`src/rtl/apb_bridge_pkg.sv`:
```
// Shared types and constants for the byte-loaded APB master bridge.
package apb_bridge_pkg;

    typedef enum logic [1:0] {
        StIdle,
        StSetup,
        StAccess
    } bridge_state_e;

    localparam int unsigned TimeoutDefault = 255;
    localparam int unsigned CntW           = 16;

endpackage

```
`src/rtl/strobe_sync_edge.sv`:
```
// Two-flop synchroniser plus registered rising-edge pulse for an asynchronous level strobe.
// The detector arms only after it has seen the strobe low, so a level held through reset is ignored.
module strobe_sync_edge (
    input  logic i_clk,
    input  logic i_rst_n,
    input  logic i_strobe,
    output logic o_pulse
);

    logic [1:0] r_sync;
    logic [1:0] r_fill;
    logic       r_armed;
    logic       r_prev;
    logic       r_pulse;

    always_ff @(posedge i_clk or negedge i_rst_n) begin
        if (!i_rst_n) begin
            r_sync  <= '0;
            r_fill  <= '0;
            r_armed <= 1'b0;
            r_prev  <= 1'b0;
            r_pulse <= 1'b0;
        end else begin
            r_sync  <= {r_sync[0], i_strobe};
            // r_fill[1] marks r_sync[1] as a real sample rather than its reset value
            r_fill  <= {r_fill[0], 1'b1};
            r_armed <= r_armed | (r_fill[1] & ~r_sync[1]);
            r_prev  <= r_sync[1];
            r_pulse <= r_armed & r_sync[1] & ~r_prev;
        end
    end

    assign o_pulse = r_pulse;

endmodule

```
`src/rtl/apb_byte_bridge.sv`:
```
// APB master bridge: address/data shifted in a byte at a time, transfers launched by strobes.
// Define APB_BRIDGE_AUTOINC_EN to advance the address after each error-free transfer.
module apb_byte_bridge
    import apb_bridge_pkg::*;
#(
    parameter int unsigned ADDR_W  = 8,
    parameter int unsigned DATA_W  = 8,
    parameter int unsigned TIMEOUT = TimeoutDefault
) (
    input  logic              pclk,
    input  logic              prst_n,
    input  logic [7:0]        data_in,
    input  logic              data_sel,
    input  logic              data_wr,
    input  logic              apb_we,
    input  logic              apb_re,
    output logic [DATA_W-1:0] data_out,
    output logic              busy,
    output logic              err,
    output logic [ADDR_W-1:0] paddr,
    output logic              psel,
    output logic              penable,
    output logic              pwrite,
    output logic [DATA_W-1:0] pwdata,
    input  logic [DATA_W-1:0] prdata,
    input  logic              pready,
    input  logic              pslverr
);

    logic w_load_ev;
    logic w_we_ev;
    logic w_re_ev;

    strobe_sync_edge u_sync_load (
        .i_clk   (pclk),
        .i_rst_n (prst_n),
        .i_strobe(data_wr),
        .o_pulse (w_load_ev)
    );

    strobe_sync_edge u_sync_we (
        .i_clk   (pclk),
        .i_rst_n (prst_n),
        .i_strobe(apb_we),
        .o_pulse (w_we_ev)
    );

    strobe_sync_edge u_sync_re (
        .i_clk   (pclk),
        .i_rst_n (prst_n),
        .i_strobe(apb_re),
        .o_pulse (w_re_ev)
    );

    bridge_state_e     r_state;
    bridge_state_e     w_state_next;
    logic [CntW-1:0]   r_cnt;
    logic [ADDR_W-1:0] r_addr;
    logic [DATA_W-1:0] r_wdata;
    logic [ADDR_W-1:0] r_paddr;
    logic [DATA_W-1:0] r_pwdata;
    logic              r_pwrite;
    logic [DATA_W-1:0] r_data_out;
    logic              r_err;

    logic w_start;
    logic w_timeout;
    logic w_done_ok;
    logic w_done_to;

    assign w_start   = (r_state == StIdle) & (w_we_ev | w_re_ev);
    assign w_timeout = (r_cnt == CntW'(TIMEOUT - 1)) & ~pready;
    assign w_done_ok = (r_state == StAccess) & pready;
    assign w_done_to = (r_state == StAccess) & w_timeout;

    always_comb begin
        w_state_next = r_state;
        case (r_state)
            StIdle:   if (w_we_ev || w_re_ev) w_state_next = StSetup;
            StSetup:  w_state_next = StAccess;
            StAccess: if (pready || w_timeout) w_state_next = StIdle;
            default:  w_state_next = StIdle;
        endcase
    end

    always_ff @(posedge pclk or negedge prst_n) begin
        if (!prst_n) begin
            r_state <= StIdle;
        end else begin
            r_state <= w_state_next;
        end
    end

    always_ff @(posedge pclk or negedge prst_n) begin
        if (!prst_n) begin
            r_cnt      <= '0;
            r_addr     <= '0;
            r_wdata    <= '0;
            r_paddr    <= '0;
            r_pwdata   <= '0;
            r_pwrite   <= 1'b0;
            r_data_out <= '0;
            r_err      <= 1'b0;
        end else begin
            if (w_load_ev && data_sel) begin
                r_wdata <= (r_wdata << 8) | DATA_W'(data_in);
            end

            if (w_load_ev && !data_sel) begin
                r_addr <= (r_addr << 8) | ADDR_W'(data_in);
            end
`ifdef APB_BRIDGE_AUTOINC_EN
            else if (w_done_ok && !pslverr) begin
                r_addr <= r_addr + ADDR_W'(DATA_W / 8);
            end
`endif

            // Write wins over a simultaneous read; late strobes are ignored outside IDLE
            if (w_start) begin
                r_err    <= 1'b0;
                r_paddr  <= r_addr;
                r_pwdata <= r_wdata;
                r_pwrite <= w_we_ev;
            end

            if (r_state == StSetup) begin
                r_cnt <= '0;
            end else if (r_state == StAccess) begin
                r_cnt <= r_cnt + 1'b1;
            end

            if (w_done_ok) begin
                r_err <= pslverr;
                if (!r_pwrite) r_data_out <= prdata;
            end else if (w_done_to) begin
                r_err <= 1'b1;
                if (!r_pwrite) r_data_out <= '0;
            end
        end
    end

    assign busy     = (r_state != StIdle);
    assign psel     = busy;
    assign penable  = (r_state == StAccess);
    assign paddr    = r_paddr;
    assign pwrite   = r_pwrite;
    assign pwdata   = r_pwdata;
    assign data_out = r_data_out;
    assign err      = r_err;

endmodule

```
`config.mk`:
```
export PLATFORM = sky130hd
export DESIGN_NAME = apb_byte_bridge
export DESIGN_NICKNAME = d
export VERILOG_FILES = /design/src/rtl/apb_bridge_pkg.sv /design/src/rtl/strobe_sync_edge.sv /design/src/rtl/apb_byte_bridge.sv
export SDC_FILE = /design/constraint.sdc
export NUM_CORES = 1
export LEC_CHECK = 0
export ABC_AREA = 1
export BUFFER_PORTS_ARGS = -buffer_cell sky130_fd_sc_hd__buf_2
export CAP_MARGIN = 0
export CORE_MARGIN = 4
export CORE_UTILIZATION = 35
export DETAILED_ROUTE_END_ITERATION = 8
export GPL_TIMING_DRIVEN = 1
export PLACE_DENSITY_LB_ADDON = 0.3
export SYNTH_ARGS = -nofsm -noshare
export SYNTH_HDL_FRONTEND = slang
export SYNTH_HIERARCHICAL = 1
export SYNTH_SLANG_ARGS = --single-unit
```
`constraint.sdc`:
```
create_clock -name pclk -period 1.8 [get_ports pclk]
set_clock_uncertainty 0.1 [all_clocks]
set_input_delay 0.18 -clock pclk [delete_from_list [all_inputs] [get_ports pclk]]
set_output_delay 0.18 -clock pclk [all_outputs]
set_load 0.05 [all_outputs]
```
Yosys cells after proc, flatten, opt, wreduce, memory -nomap -nowiden
Index checks and enable logic that the tools add are counted.
- bitwise logic cells: 24
- multiply operators: 0
- order comparisons: 0
- reduce and logical (&&, ||, !) cells: 12
- equality and inequality tests: 7
- add/sub/neg operators: 1
- div/mod/pow operators: 0
- shift operators: 0
- multiplexer cells: 12
- operator list (kind ; count):
    $mux 16 ; 2
    $mux 8 ; 4
    $add 16x1->16 const B ; 1
    $eq 16x8->1 const B ; 1
    $and 1x1->1 ; 13
    $not 1->1 ; 7
    $pmux 2 s3 ; 1
    $reduce_bool 2->1 ; 3
    $mux 2 ; 2
    $ne 2x1->1 const B ; 2
    $ne 2x2->1 const B ; 2
    $or 1x1->1 ; 4
    $mux 1 ; 3
    $reduce_and 3->1 ; 1
    $reduce_bool 3->1 ; 1
    $eq 2x1->1 const B ; 1
    $eq 2x2->1 const B ; 1
    $logic_and 1x1->1 ; 2
    $logic_not 2->1 ; 1
    $logic_or 1x1->1 ; 2
    $reduce_and 2->1 ; 1
    $logic_not 1->1 ; 1
- latch bits: 0
- output and inout bits: 29
- register bits: 81
- ROM bits: 0
- memories kept: 0
- RAM bits: 0

Depth between registers and ports, before layout
Gate-level depths: netlist of the first run.
- depth after elaboration: 5
- depth in mapped cells: 10

Cells and area by module
Netlist of the first run, hierarchy kept.
- by module, submodules not included (module ; area each (µm²) ; cells an instance ; sequential area each (µm²) ; times used):
    apb_byte_bridge ; 2666.3 ; 319 ; 1501.4 ; 1
    strobe_sync_edge ; 203.9 ; 14 ; 175.2 ; 3

Worst setup path after synthesis of the first run
No wires, ideal clock.
- path type: flip-flop to flip-flop
- from: reg r_state[0]
- to: reg r_data_out[0] (netlist: data_out[0])
- slack: 0.085 ns
- required time: 1.634 ns
- stages on the path, launching flop included: 7
- data arrival time: 1.549 ns
- cell sequence: dfrtp_1 -> inv_1 -> ha_1 -> nand2_1 -> nor2_1 -> nand2_1 -> nand2_1
- longest elaborated chain between the ends: 4
- elaborated cells on any way between the ends: 8
- classes of those cells: 3 x eq/ne; 1 x mux; 2 x bitwise; 2 x reduce/logical
- RTL lines (item ; line ; RTL):
    start, declared ; apb_byte_bridge.sv:55 ; bridge_state_e r_state;
    start signal, assigned ; apb_byte_bridge.sv:88 ; r_state <= StIdle;
    start signal, assigned ; apb_byte_bridge.sv:90 ; r_state <= w_state_next;
    $eq 2x2->1 (*) ; n/a ;
    via penable ; apb_byte_bridge.sv:22 ; output logic penable,
    $and 1x1->1, on equally long branches ; apb_byte_bridge.sv:74, apb_byte_bridge.sv:73 ;
    $ne 2x2->1 (no line) or $reduce_bool 2->1 (tied branches) ; n/a ;
    $reduce_and 3->1 (no line) ; n/a ;
    end signal, assigned ; apb_byte_bridge.sv:134 ; if (!r_pwrite) r_data_out <= prdata;
    end, declared ; apb_byte_bridge.sv:63 ; logic [DATA_W-1:0] r_data_out;
The timed path passes the listed nets; every way through them passes the cells marked *.
A chain may end at the register's enable or synchronous reset.

Final worst setup path of the first run
- from: reg r_state[0]
- to: out penable
- longest elaborated chain between the ends: 1
- RTL lines (item ; line ; RTL):
    $eq 2x2->1 ; apb_byte_bridge.sv:144 ; assign penable = (r_state == StAccess);
    end, declared ; apb_byte_bridge.sv:22 ;
No other way between the ends.

==> impl_metrics.ini, run 1 <==
[clock_network]
clkTransAtPathRegs_ps = 80
cts_tree = done
clock_latency_ps = 350
cts_made_buffers = 9
htreeDepth = 3
clock_path_buffers = 2
cts.sinks = 81
cts_root_buf = clkbuf_8

[power_and_ir_drop]
power_density_mw_per_mm2 = 1492
p_leak_uw = 0.002201
ir_drop_mv = 0.6042

[floorplan]
num_rows = 35
die_h_um = 104.8
core_area_mm2 = 0.009196
die_width_um = 104.8
die_area_mm2 = 0.01098
pin_count = 53
start_util_pct = 35.65

[timing]
finalCritPeriodShare_pct = 92.65
setup_viol = 0
hold_viol_final = 0
final.min_clock_period_ps = 1668
maxSlewViolCount = 0
tns_ps = 0
timing.fmax_mhz = 599.6
rsz0062_at_grt = no

[logic_synthesis]
yosysTopAreaCell = dfrtp_1
synthesis.area_mm2 = 0.003278
async_reset_ff_share_pct = 100.0
synth_top_area_share_pct = 61.83
synth_nets = 390
synth_ff_type = dfrtp_1
ys_ff_latch = 81
yosys_warnings = 6
yosys-top-cells-area = dfrtp_1 (62%), nand2_1 (16%), inv_1 (4.0%)
ys_types = 26
synth_edf_count = 0
synth_seq_area_share_pct = 61.83
synthCells = 361
synth_area_per_cell_um2 = 9.081

[critical_path]
cp_data_required_time_ps = 1520
rrSetupSlack_ps = 200
critical_path_arrival_ps = 1390
reg2reg_from = r_state[1]$_DFFE_PN0P_
reg2reg_to = r_cnt[14]$_DFFE_PN0P_
path_class = reg2out
start_kind = flip-flop
path_max_fanout = 5
endpoint_kind = output pin
rr_worst_depth = 9

[min_path]
whs_path_depth = 4
worstHoldEndpoint = err$_DFFE_PN0P_
hold_path_class = in2reg
hp-start = pslverr

[layout]
final_cell_mix = nand2_1 (139), dfrtp_1 (81), buf_2 (50)
final_common_cell = nand2_1
syn_to_final_growth_pct = 26.07
nets = 472
drive_above_1_share_pct = 20.54
antenna_cells = 0
final_util_pct = 44.94
nFillCells = 901

[routing]
route.detailed.drc = 0
viasPerCell = 4.417
ant_nets = 0
totalWireLength_um = 6387
wl_per_cell_um = 11.43
first_iter_violations = 102
dr_total_vias = 2469
drt_first_pass_iters = 4

[grt]
grt_pass1_vias = 2455
grt_usage_pct = 12.66
grt_first_pass_wirelength_um = 11340
grt_overflow_total = 0
antenna_found_initial = 0
grt_max_degree = 35

[place]
numPortBuffers = 52
place_hpwl_um = 4596
place_congestion = 0.7758

[flow_run]
drv_cap = 0

[run_status]
status = completed
-- routing by layer --
layer | up-vias | share of wire [%] | global-route usage [%] | routed length [µm]
met4 | 0 | 1.4 | 5.061 | 89
li1 | 1274 | - | - | -
met3 | 6 | 3.2 | 2.718 | 203
met2 | 39 | 47 | 20.30 | 2993
met5 | - | 0 | 0 | 0
met1 | 1150 | 49 | 16.73 | 3100
-- layout make-up --
type                       instances  area [µm²]  share of cell area [%]
tap                              111       138.9                   3.361
multi-input combinational        237        1105                   26.73
sequential                        81        2027                   49.05
clock buffer                       9       123.9                   2.997
timing repair buffer              77       515.5                   12.47
inverter                          37       138.9                   3.361
clock inverter                     7       83.83                   2.028
-- critical path, cell delays in order (launching register included) --
cell      delay (ps)
dfrtp_1          400
inv_1            130
ha_2             270
clkbuf_4         260
-- per-stage QoR --
step           worst slack, ps  instance area [µm²]  total power (µW)  hold WS (ps)  std cells
2_1_floorplan            85.32                 3278              4166        -215.6        361
6_report                 132.3                 4133              6168         15.09        559
4_1_cts                  58.08                 4108              6192         2.048        559
3_3_place_gp             136.3                 3700              4729         62.12        523
3_5_place_dp             63.55                 3700              4766         65.68        523
5_1_grt                  11.47                 4133              6563         26.48        559
-- cells in the mapped netlist (2+ instances only) --
| cell type | count |
|---|---|
| o21ai_1 | 4 |
| inv_2 | 2 |
| xor2_1 | 2 |
| nor2_2 | 6 |
| a21oi_1 | 8 |
| dfrtp_1 | 81 |
| clkbuf_1 | 2 |
| nor2_1 | 21 |
| nand2_2 | 3 |
| nand3_1 | 9 |
| conb_1 | 3 |
| nor3_1 | 3 |
| buf_2 | 3 |
| o21ai_0 | 25 |
| nand2_1 | 139 |
| inv_1 | 35 |
| ha_1 | 5 |
| nor2_4 | 2 |
-- timing repair --
item                       4_1_cts  5_1_grt
setup endpoints to repair        0       13
hold buffers                    20        0
setup buffers                    0        0
gates resized for setup          0        5
hold endpoints to repair        57        0
-- worst max path at each step --
| stage | from | to | cells past startpoint |
|---|---|---|---|
| 3_5_place_dp | r_state[1]$_DFFE_PN0P_ | r_cnt[14]$_DFFE_PN0P_ | 9 |
| 2_1_floorplan | r_state[0]$_DFFE_PN0P_ | data_out[0]$_DFFE_PN0P_ | 6 |
| 5_1_grt | r_cnt[0]$_DFFE_PN0P_ | data_out[7]$_DFFE_PN0P_ | 9 |
| 4_1_cts | r_state[1]$_DFFE_PN0P_ | r_cnt[14]$_DFFE_PN0P_ | 9 |
| 6_report | r_state[0]$_DFFE_PN0P_ | penable | 3 |
| 3_3_place_gp | r_state[0]$_DFFE_PN0P_ | r_cnt[14]$_DFFE_PN0P_ | 9 |
-- registers in the layout (all words and copies together) (netlist names), 2 cells and up --
name / cells
paddr: 8
u_sync_we/r_fill: 2
r_wdata: 8
data_out: 8
pwdata: 8
r_cnt: 16
u_sync_load/r_fill: 2
r_addr: 8
u_sync_re/r_fill: 2
u_sync_load/r_sync: 2
u_sync_re/r_sync: 2
u_sync_we/r_sync: 2
r_state: 2
-- power by group --
part           switching, µW  internal [µW]
Sequential               244           2220
Combinational           1730            602
Clock                    702            670
Total                   2680           3490
-- cells by family (layout without fill, tap and decap cells) --
kind of cell             count (synthesis)  after routing  share of synthesized area, %
AND/OR/NAND/NOR                        188            188                         24.08
flip-flops                              81             81                         61.83
buffers and inverters                   43            130                         5.153
AO/OA/AOI/OAI                           39             39                         6.145
adder cells (fa/ha/maj)                  5              5                         1.908
other                                    3              3                        0.3435
XOR/XNOR                                 2              2                        0.5344
(Power assumes the default switching activity.)
==> inputs of run 2 (changes only) <==
Settings changed: ABC_AREA 1 to 0, CORE_MARGIN 4 to not set.
Clock period 1.8 ns to 1.4 ns, I/O delays scaled along.
==> run 2 against run 1 <==
Compared with the run above:
- the run now ends with negative setup slack left
- setup slack worse by 550 ps
- non-clock buffer count grew 51
- synthesized cell count is 33% lower
- via count decreased by 6.3%
- first-iteration DRC count decreased by 39%
- sequential cell count unchanged
- sequential power grew 32%
- critical path depth is 1 higher
- utilization rose by 10 points
- critical path type is now reg2reg
==> impl_metrics.ini, run 2 <==
[logic_synthesis]
yosys_warnings = 6
synth_top_area_share_pct = 64.03
ys_types = 35
yosysMostFrequentCell = dfrtp_1
synth_edf_count = 0
synth_ff_type = dfrtp_1
yosys-top-cells-area = dfrtp_1 (64%), mux2_2 (12%), a22o_1 (2.8%)
synthesis.area_mm2 = 0.003166
async_reset_ff_share_pct = 100.0
synth_nets = 270
synth_seq_area_share_pct = 64.03
ys_ff_latch = 81
netlist_top_cells_count = dfrtp_1 (81), mux2_2 (34), nand2_1 (16)
yosysTopAreaCell = dfrtp_1
synth_area_per_cell_um2 = 13.14
synthCells = 241

[routing]
first_iter_violations = 62
route.detailed.drc = 0
wl_per_cell_um = 14.34
dr_total_vias = 2313
totalWireLength_um = 7013
drt_first_pass_iters = 4
ant_nets = 0
viasPerCell = 4.730

[grt]
grt_first_pass_wirelength_um = 11290
grt_overflow_total = 0
grt_pass1_vias = 2324
antenna_found_initial = 0
grt_usage_pct = 15.47
grt_max_degree = 82

[layout]
final_cell_mix = dfrtp_1 (81), buf_2 (48), buf_4 (34)
fin_cells = 489
antenna_cells = 0
nets = 405
drive_above_1_share_pct = 51.44
final_common_cell = dfrtp_1
syn_to_final_growth_pct = 51.70
largest_register_ffs = 16
largest-register = r_cnt

[clock_network]
clock_latency_ps = 360
clock_path_buffers = 2
cts_root_buf = clkbuf_8
clkTransAtPathRegs_ps = 80
cts.sinks = 81
cts_tree = done
htreeDepth = 3
cts_made_buffers = 9

[power_and_ir_drop]
internal_power_uw = 5693
switching_share_pct = 41.40
pwr-share-clk_pct = 16.0
p_leak_uw = 0.002348
power.total_uw = 9715
p_comb_share_pct = 50.6
power_density_mw_per_mm2 = 2023
power.switching_uw = 4023
seqPwrFrac_pct = 33.4
ir_drop_mv = 0.6758

[timing]
final.min_clock_period_ps = 1818
hold_viol_final = 0
tns_ps = -9347
timing.fmax_mhz = 550.2
setup_viol = 44
rsz0062_at_grt = yes
worst_pin_slew_ps = 546.0
max_slew_margin_pct = 63.47
finalCritPeriodShare_pct = 129.8
maxSlewViolCount = 0
setup_ws_ps = -417.6

[run_status]
violations = negative setup slack
status = finished, violations left

[critical_path]
endpoint_kind = flip-flop
path_class = reg2reg
cp_data_required_time_ps = 1540
rrSetupSlack_ps = -420
path_max_fanout = 3
critical_path_arrival_ps = 1960
start_kind = flip-flop

[floorplan]
num_rows = 34
pin_count = 53
die_area_mm2 = 0.009428
start_util_pct = 36.30
die_width_um = 97.10
die_h_um = 97.10
core_area_mm2 = 0.008721

[min_path]
hold_path_class = in2reg

[place]
dp.cells = 441
place_congestion = 0.7724
numPortBuffers = 52
place_hpwl_um = 4233

[flow_run]
drv_cap = 0
run 2: changes by cell type in the layout (fill, tap and decap cells not counted), moves of 17 or more:
cell	previous run	this run
nand2_1	139	15
buf_4	5	34
inv_1	35	8
o21ai_0	25	2
buf_6	0	18
mux2_2	0	17
mux2_4	0	17
run 2: power groups by stage:
stage	Combinational (µW)	Sequential (µW)	Clock, µW
3_3_place_gp	3880	3250	0
6_report	4920	3240	1550
2_1_floorplan	1440	4550	0
5_1_grt	5190	3320	1700
3_5_place_dp	3950	3270	0
4_1_cts	4570	3230	1590
run 2: area by class of cell:
type / instances / area (µm²)
Multi-Input combinational cell: 144 / 1371
Tap cell: 108 / 135.1
Timing Repair Buffer: 128 / 1039
Inverter: 12 / 51.30
Fill cell: 715 / 3919
Clock inverter: 7 / 55.05
Clock buffer: 9 / 123.9
Sequential cell: 81 / 2027
run 2: what timing repair did:
item,in CTS,in global routing
setup buffers,13,5
pin swaps,19,15
gates resized for setup,50,36
cloned,1,1
hold buffers,21,0
endpoints found under the setup margin,45,46
endpoints found under the hold margin,109,0
run 2: logic make-up after synthesis:
kind of cell / after synthesis / share of synthesized area (%)
xor gates and xnor gates: 6 / 1.660
adders and majority gates: 5 / 1.976
AOI/OAI and AO/OA: 35 / 7.391
other: 3 / 0.3557
buffers and inverters: 16 / 2.016
DFF: 81 / 64.03
and+or+nand+nor: 60 / 10.16
muxes: 35 / 12.41
run 2: worst paths after layout:
path / start / end / depth (start not counted)
setup / recovery: r_cnt[15]$_DFFE_PN0P_ / r_state[1]$_DFFE_PN0P_ / 4
hold / removal: pready / err$_DFFE_PN0P_ / 3
setup reg to reg: r_cnt[15]$_DFFE_PN0P_ / r_state[1]$_DFFE_PN0P_ / 4
hold reg to reg: u_sync_re/r_fill[0]$_DFF_PN0_ / u_sync_re/r_fill[1]$_DFF_PN0_ / 0
max in group asynchronous: prst_n / data_out[5]$_DFFE_PN0P_ / 3
min in group asynchronous: prst_n / paddr[0]$_DFFE_PN0P_ / 3
run 2: critical path, cell delays in order (launching register included):
cell     delay (ps)
dfrtp_1         400
or4_4           550
nor4_4          230
o32ai_2         130
mux2_2          290
run 2: routing by layer:
metal / up-vias / wire length (µm) / share of wire [%] / GRT usage, %
li1: 1108 / - / - / -
met1: 1144 / 3073 / 44 / 19.30
met2: 48 / 3500 / 50 / 24.70
met3: 13 / 283 / 4.0 / 4.388
met4: 0 / 156 / 2.2 / 7.577
met5: - / 0 / 0 / 0
run 2: through the flow:
stage	utilization, %	hold WS, ps	setup WS, ps	cell area, µm²
3_3_place_gp	45.71	99.16	-437.4	3986
6_report	55.06	53.46	-417.6	4802
4_1_cts	53.69	35.65	-406.3	4682
3_5_place_dp	45.71	102.0	-501.4	3986
2_1_floorplan	-	-255.6	-445.8	3254
5_1_grt	55.06	81.08	-480.4	4802
==> inputs of run 3 (changes only) <==
Settings changed: CELL_PAD_IN_SITES_DETAIL_PLACEMENT set to 0, CELL_PAD_IN_SITES_GLOBAL_PLACEMENT set to 1.
==> run 3 against run 2 <==
Compared with the run above:
- the run still ends with negative setup slack left
- via count grew 0.35%
- clock power grew 10%
- power grew 4.4%
- setup slack gained 2.0 ps
- die area is the same
- non-clock buffer count grew 9
- routed wire length is essentially flat
- fmax grew 0.11%
- count of clock-buffer cells in the layout grew 3
- first-iteration DRC count shrank 48%
- utilization grew 2.2 points
- combinational power grew 5.5%
- largest cell class unchanged
==> impl_metrics.ini, run 3 (same netlist as run 2, synthesis figures left out) <==
[run_status]
status = finished, violations left
violations = negative setup slack

[critical_path]
endpoint_kind = flip-flop
critPathSlowestCell = or4_4
path_max_fanout = 2
path_class = reg2reg
start_kind = flip-flop
reg2reg_from = r_cnt[8]$_DFFE_PN0P_
cp_data_required_time_ps = 1530
rr_worst_depth = 5
rrSetupSlack_ps = -420
critical_path_arrival_ps = 1950
slowest_delay_ps = 530
cp_cell_sequence = or4_4 > nor4_4 > buf_4 > o32ai_2 > mux2_2
reg2reg_to = r_state[1]$_DFFE_PN0P_

[routing]
ant_nets = 0
route.detailed.drc = 0
totalWireLength_um = 7007
drt_first_pass_iters = 4
wl_per_cell_um = 14.07
dr_total_vias = 2321
viasPerCell = 4.661
first_iter_violations = 32

[place]
numPortBuffers = 52
place_congestion = 0.7647
dp.cells = 445
place_hpwl_um = 4289

[floorplan]
start_util_pct = 36.30
core_area_mm2 = 0.008721
die_h_um = 97.10
num_rows = 34
die_area_mm2 = 0.009428
die_width_um = 97.10
pin_count = 53

[clock_network]
cts_root_buf = clkbuf_8
htreeDepth = 3
clock_path_buffers = 2
clock_latency_ps = 350
cts_made_buffers = 9
clkTransAtPathRegs_ps = 80
cts.sinks = 81
cts_tree = done

[layout]
largest_register_ffs = 16
nets = 414
syn_to_final_growth_pct = 57.83
final_common_cell = dfrtp_1
largest-register = r_cnt
drive_above_1_share_pct = 53.85
final_cell_mix = dfrtp_1 (81), buf_2 (48), buf_4 (41)
fin_cells = 498
antenna_cells = 0

[timing]
hold_viol_final = 0
rsz0062_at_grt = yes
final.min_clock_period_ps = 1816
setup_viol = 46
setup_ws_ps = -415.6
hold_ws_ps = 67.22
finalCritPeriodShare_pct = 129.7
timing.fmax_mhz = 550.8
maxSlewViolCount = 0
tns_ps = -10680

[power_and_ir_drop]
power.switching_uw = 4058
ir_drop_mv = 0.8098
p_leak_uw = 0.002415
internal_power_uw = 6089
seqPwrFrac_pct = 32.0
p_comb_share_pct = 51.2
power_density_mw_per_mm2 = 2031
pwr-share-clk_pct = 16.8
switching_share_pct = 39.99

[grt]
grt_overflow_total = 0
grt_pass1_vias = 2384
grt_max_degree = 82
grt_first_pass_wirelength_um = 11760
antenna_found_initial = 0
grt_usage_pct = 15.75

[min_path]
whs_path_depth = 3
worstHoldEndpoint = err$_DFFE_PN0P_
hold_path_class = in2reg
hp-start = pready

[flow_run]
drv_cap = 0
-- run 3: layer usage --
metal	vias up	global-route usage (%)	part of all wire (%)	routed length (µm)
li1	1133	-	-	-
met1	1128	21.10	46	3239
met2	49	24.54	48	3386
met3	11	3.094	3.7	256
met4	0	7.692	1.8	125
met5	-	0	0	0
-- run 3: worst max path at each step --
stage / startpoint / to / slack (ps) / depth (start not counted)
5_1_grt: r_cnt[0]$_DFFE_PN0P_ / r_state[1]$_DFFE_PN0P_ / -480 / 7
3_3_place_gp: r_state[1]$_DFFE_PN0P_ / r_cnt[15]$_DFFE_PN0P_ / -430 / 6
3_5_place_dp: r_state[0]$_DFFE_PN0P_ / r_cnt[15]$_DFFE_PN0P_ / -480 / 6
2_1_floorplan: r_state[1]$_DFFE_PN0P_ / r_cnt[15]$_DFFE_PN0P_ / -450 / 6
4_1_cts: r_cnt[15]$_DFFE_PN0P_ / r_state[1]$_DFFE_PN0P_ / -410 / 5
6_report: r_cnt[8]$_DFFE_PN0P_ / r_state[1]$_DFFE_PN0P_ / -420 / 5
-- run 3: area by class of cell --
type / instances / area [µm²]
Multi-Input combinational cell: 144 / 1430
Timing Repair Buffer: 137 / 1154
Clock inverter: 4 / 51.30
Clock buffer: 12 / 145.1
Tap cell: 108 / 135.1
Sequential cell: 81 / 2027
Inverter: 12 / 53.80
Fill cell: 692 / 3725
-- run 3: per-stage QoR --
stage                     worst slack (ps)  total power (µW)  cell area [µm²]  util, %
after floorplan                     -445.8              5991             3254        -
after global placement              -433.1              7190             4029    46.20
after detailed placement            -475.7              7273             4029    46.20
after CTS                           -414.2             10010             4870    55.84
after global routing                -479.4             10660             4996    57.29
final                               -415.6             10150             4996    57.29
-- run 3: power groups by stage --
| stage | Sequential, µW | Combinational, µW | Clock, µW |
|---|---|---|---|
| floorplan | 4550 | 1440 | 0 |
| global placement | 3260 | 3930 | 0 |
| detailed placement | 3280 | 4000 | 0 |
| CTS | 3230 | 5000 | 1780 |
| global route | 3320 | 5470 | 1870 |
| finish | 3250 | 5190 | 1710 |
-- run 3: repair_timing --
action / in CTS / in global routing
hold buffers: 21 / 0
cloned: 2 / 0
pin swaps: 22 / 11
endpoints found under the hold margin: 109 / 0
gates resized for setup: 67 / 32
buffers inserted: 17 / 4
endpoints found under the setup margin: 46 / 47
-- run 3: worst max-delay path, delay by kind of cell (launching register included) --
kind                   cells  cell delay [ps]
and+or+nand+nor            2              700
DFF                        1              400
muxes                      1              280
AOI/OAI and AO/OA          1               70
buffers and inverters      1              170
